$ cat config.mk
export PLATFORM = sky130hd
export DESIGN_NAME = serial_add_sub
export DESIGN_NICKNAME = d
export VERILOG_FILES = /design/src/rtl/serial_add_sub.sv
export SDC_FILE = /design/constraint.sdc
export NUM_CORES = 1
export LEC_CHECK = 0
export BUFFER_PORTS_ARGS = -buffer_cell sky130_fd_sc_hd__buf_4
export CAP_MARGIN = 0
export CORE_UTILIZATION = 49
export DETAILED_ROUTE_END_ITERATION = 8
export GPL_TIMING_DRIVEN = 0
export HOLD_SLACK_MARGIN = 0.15
export PLACE_DENSITY = 0.74
export SLEW_MARGIN = 20
export SYNTH_ARGS = -nofsm -noshare
export SYNTH_HDL_FRONTEND = slang
export SYNTH_SLANG_ARGS = --single-unit
$ cat constraint.sdc
create_clock -name clk -period 1.3 [get_ports clk]
set_input_delay 0.195 -clock clk [delete_from_list [all_inputs] [get_ports clk]]
set_output_delay 0.195 -clock clk [all_outputs]
set_load 0.05 [all_outputs]
$ cat src/rtl/serial_add_sub.sv
// serial_add_sub
//   Bit-serial adder/subtractor: one full-adder cell plus a carry flop, one
//   operand bit per clock, LSB first. A WIDTH-bit operation takes WIDTH+1
//   clocks from start to done. Subtraction is a + ~b + 1, so in sub mode
//   cout=1 means "no borrow".
//
//   Ports
//     clk       rising-edge clock
//     rst       asynchronous, active-high reset
//     start     request, honoured only in IDLE or DONE
//     a, b      operands, captured on the accept edge
//     cin       carry-in (add mode only), captured on the accept edge
//     sub       0: a+b+cin, 1: a-b, captured on the accept edge
//     busy      high while the serial operation runs
//     done      one-cycle completion pulse
//     sum       result modulo 2^WIDTH, held until the next completion
//     cout      carry out of the MSB
//     overflow  signed overflow (carry into MSB ^ carry out of MSB)
//
//   state | meaning
//   ------+-----------------------------------------------
//   IDLE  | waiting for start
//   RUN   | one operand bit consumed per clock
//   DONE  | result valid; start here is accepted directly
module serial_add_sub #(
  parameter int WIDTH = 8
) (
  input  logic             clk,
  input  logic             rst,
  input  logic             start,
  input  logic [WIDTH-1:0] a,
  input  logic [WIDTH-1:0] b,
  input  logic             cin,
  input  logic             sub,
  output logic             busy,
  output logic             done,
  output logic [WIDTH-1:0] sum,
  output logic             cout,
  output logic             overflow
);

  localparam int CW = $clog2(WIDTH) + 1;
  localparam logic [CW-1:0] LAST = CW'(WIDTH - 1);

  typedef enum logic [1:0] {
    IDLE = 2'd0,
    RUN  = 2'd1,
    DONE = 2'd2
  } state_t;

  state_t           state;
  state_t           state_nxt;
  logic [WIDTH-1:0] opa;
  logic [WIDTH-1:0] opb;
  logic [WIDTH-1:0] res;
  logic             carry;
  logic [CW-1:0]    cnt;
  logic             accept;
  logic             bit_s;
  logic             bit_c;
  logic             last_bit;

  // Full-adder cell on the current LSBs.
  assign bit_s    = opa[0] ^ opb[0] ^ carry;
  assign bit_c    = (opa[0] & opb[0]) | (opa[0] & carry) | (opb[0] & carry);
  assign last_bit = (cnt == LAST);

  always_comb begin
    state_nxt = state;
    accept    = 1'b0;
    case (state)
      IDLE: begin
        if (start) begin
          state_nxt = RUN;
          accept    = 1'b1;
        end
      end
      RUN: begin
        if (last_bit) state_nxt = DONE;
      end
      DONE: begin
        if (start) begin
          state_nxt = RUN;
          accept    = 1'b1;
        end else begin
          state_nxt = IDLE;
        end
      end
      default: state_nxt = IDLE;
    endcase
  end

  assign busy = (state == RUN);
  assign done = (state == DONE);

  always_ff @(posedge clk or posedge rst) begin
    if (rst) state <= IDLE;
    else     state <= state_nxt;
  end

  always_ff @(posedge clk or posedge rst) begin
    if (rst) begin
      opa      <= '0;
      opb      <= '0;
      res      <= '0;
      carry    <= 1'b0;
      cnt      <= '0;
      sum      <= '0;
      cout     <= 1'b0;
      overflow <= 1'b0;
    end else if (accept) begin
      opa   <= a;
      opb   <= sub ? ~b : b;
      carry <= sub ? 1'b1 : cin;
      cnt   <= '0;
    end else if (state == RUN) begin
      opa   <= {1'b0, opa[WIDTH-1:1]};
      opb   <= {1'b0, opb[WIDTH-1:1]};
      res   <= {bit_s, res[WIDTH-1:1]};
      carry <= bit_c;
      cnt   <= cnt + 1'b1;
      if (last_bit) begin
        // Publish only the complete result; carry here is the carry into the MSB.
        sum      <= {bit_s, res[WIDTH-1:1]};
        cout     <= bit_c;
        overflow <= carry ^ bit_c;
      end
    end
  end

endmodule

==> impl_metrics.tcl <==
set metrics [dict create \
    slew_violations 0 \
    ys_warn_count 0 \
    met3WireLength_um 192 \
    worst_slack_ns -0.162 \
    syn_nets 170 \
    die_x_um 62.4 \
    period_share 1.12 \
    routed-wl-met2_um 2380 \
    h-tree-depth 2 \
    synth_compound_area_frac 0.0686 \
    p_leak_nw 1.29 \
    postPlaceCellArea_mm2 0.00211 \
    synth_top_cell_area_share 0.560 \
    synth_edf_count 0 \
    max_freq_mhz 684 \
    synth_most_common_cell "dfrtp_1" \
    worstSkewPairLatency_ns 0.36 \
    initial_core_util 0.523 \
    fin_crit_ns 1.46 \
    ys_ff_latch 40 \
    synth_cells 147 \
    powerDensity_mw_per_mm2 2620 \
    diodes 0 \
    nets 240 \
    synthAdderAreaFrac 0.0182 \
    synth-async-reset-ratio 1.00 \
    drc 0 \
    grt.overflow.total 0 \
    first_pass_iters 4 \
    critPathLaunchType "register" \
    cp_cell_sequence "nand2b_4 > inv_8 > buf_8 > buf_8" \
    num_vias 1414 \
    grt_antenna_before_repair 0 \
    synth_area_leader_cell "dfrtp_1" \
    numPortBuffers 31 \
    synthXorXnorAreaFrac 0.0490 \
    area_growth_pct 49.1 \
    synth_top_family_by_area "multiplexers" \
    synthMuxAreaShare 0.169 \
    cts_tree "built" \
    max_cap_violations 0 \
    drt.antenna.violating_nets 0 \
    synth-simple-area-share 0.0938 \
    grtUsageTotal 0.231 \
    clock-skew-final_ns 0.00799 \
    required_ns 1.11 \
    peakVddDrop_mv 1.26 \
    syn_area_mm2 0.00179 \
    post_drt_wl_per_cell_um 17.1 \
    setup_viol 21 \
    worst_path_most_repeated_cell "buf_8" \
    rsz0062_at_grt "true" \
    max_stage_delay_ns 0.40 \
    synthFlopType "dfrtp_1" \
    dieArea_mm2 0.00389 \
    outcome "complete, but fails checks" \
    std_cell_rows 21 \
    slowest_stage "dfrtp_1" \
    end_kind "output pin" \
    core_area_mm2 0.00342 \
    grt_pass1_wl_um 6920 \
    drive_gt1_frac 0.450 \
    critPathMaxFanout 4 \
    relSlewSlack 0.676 \
    cts-root-buf "clkbuf_4" \
    place_ws_ns -0.188 \
    dr.first_iter.drc_count 89 \
    wirelength_um 4510 \
    violations "setup timing" \
    hold_violations 0 \
    power.total_mw 6.99 \
    clk_path_buf_depth 2 \
    worst_slew_pin_slew_ns 0.487 \
    yosysUniqueCellTypes 24 \
    numCtsBuffers 5 \
    grt_max_degree 28 \
    top_layer_used "met4" \
    yosys-top-cells-count "dfrtp_1, nand2_1, mux2_2" \
    crit_arrival_ns 1.27 \
    seq_area_frac_synth 0.560 \
    critical_path_class "register to output pin" \
    pin_count 33 \
    routed_via_density 5.36 \
    place.gp.congestion 0.738 \
    final_cell_area_mm2 0.00267 \
    cp_top_family "flip-flops" \
    cts.clk_slew.worst_paths_ns 0.12 \
    dp.final_hpwl_um 2250 \
    grt_pass1_vias 1458 \
    die_h_um 62.4 \
    syn_avg_cell_area_um2 12.2 \
    cts_num_sinks 40 \
    synth_area_leaders "dfrtp_1, mux2_2, mux2i_1, xor2_1, nand2_1" \
    m1WireLength_um 1850 \
    path_buf_inv 3 \
    min_path_type "input port to register" \
]
==> placed cells by master (no fill, tap or decap), drive strengths merged, types with 2 or more instances in the layout <==
cell type / Yosys / routed
nand2: 20 / 20
dlygate4sd3: 0 / 16
o21ai: 9 / 9
nand3: 6 / 6
a22oi: 6 / 6
mux2: 18 / 18
dfrtp: 40 / 40
nor2b: 2 / 2
buf: 8 / 56
xor2: 9 / 9
inv: 2 / 2
clkbuf: 2 / 7
a22o: 2 / 2
nand2b: 2 / 2
mux2i: 10 / 10
nor2: 4 / 4
==> final cells by class <==
cell class	count	area, µm²
Sequential cell	40	1000
Multi-Input combinational cell	95	822
Fill cell	197	751
Timing Repair Buffer	66	619
Buffer	7	72.6
Tap cell	46	57.6
Clock buffer	6	41.3
Clock inverter	2	35.0
Inverter	2	15.0
==> stage by stage <==
step / setup TNS (ns) / hold WS [ns] / utilization / cells
final: -2.52 / 0.165 / 0.780 / 264
after global routing: -3.96 / 0.150 / 0.780 / 264
after CTS: -2.37 / 0.164 / 0.753 / 260
after detailed placement: -2.56 / 0.175 / 0.617 / 225
after global placement: -12.56 / 0.400 / 0.611 / 224
after floorplan: -0.737 / 0.312 / - / 147
==> report_power, final <==
group	internal (mW)	switching, mW
Clock	0.403	0.408
Combinational	2.01	1.88
Sequential	1.83	0.468
==> cells by family (layout without fill, tap and decap cells) <==
group / Yosys count / after routing
DFF: 40 / 40
xor gates and xnor gates: 10 / 10
AOI/OAI and AO/OA: 19 / 19
muxes: 28 / 28
adders and majority gates: 2 / 2
buffers and inverters: 12 / 83
and+or+nand+nor: 36 / 36
==> routing by layer <==
layer / vias to the layer above / track usage
met5: - / 0
li1: 643 / -
met1: 725 / 0.294
met2: 40 / 0.399
met3: 6 / 0.0547
met4: 0 / 0.0523
==> sequential cells by signal, indices dropped and copies added (netlist names) <==
name	cells
sum	8
opb	8
state	2
cout	1
carry	1
res	7
cnt	4
opa	8
overflow	1
==> final timing paths <==
| kind | startpoint | slack (ns) | depth (start not counted) | endpoint |
|---|---|---|---|---|
| max | state[1] | -0.16 | 4 | busy |
| min | cin | 0.17 | 4 | carry |
| max reg2reg | cnt[0] | -0.15 | 5 | sum[2] |
| min reg2reg | opa[3] | 0.52 | 2 | opa[2] |
| max in group asynchronous | rst | 0.50 | 4 | state[0] |
| min in group asynchronous | rst | 0.34 | 3 | res[4] |
==> worst reg2reg max path: cells and delay by family, from the launching register on <==
family / cells / cell delay (ns)
buffers and inverters: 1 / 0.18
DFF: 1 / 0.38
muxes: 1 / 0.30
adders and majority gates: 1 / 0.20
and+or+nand+nor: 2 / 0.29
==> what timing repair did <==
| action | 4_1_cts | 5_1_grt |
|---|---|---|
| hold buffers | 16 | 0 |
| pin swaps | 5 | 2 |
| resized for setup | 34 | 26 |
| hold endpoints to repair | 55 | 0 |
| gates cloned | 2 | 1 |
| setup buffers | 12 | 5 |
| setup endpoints to repair | 26 | 38 |
Note: power is estimated with default switching activity, not from simulation.
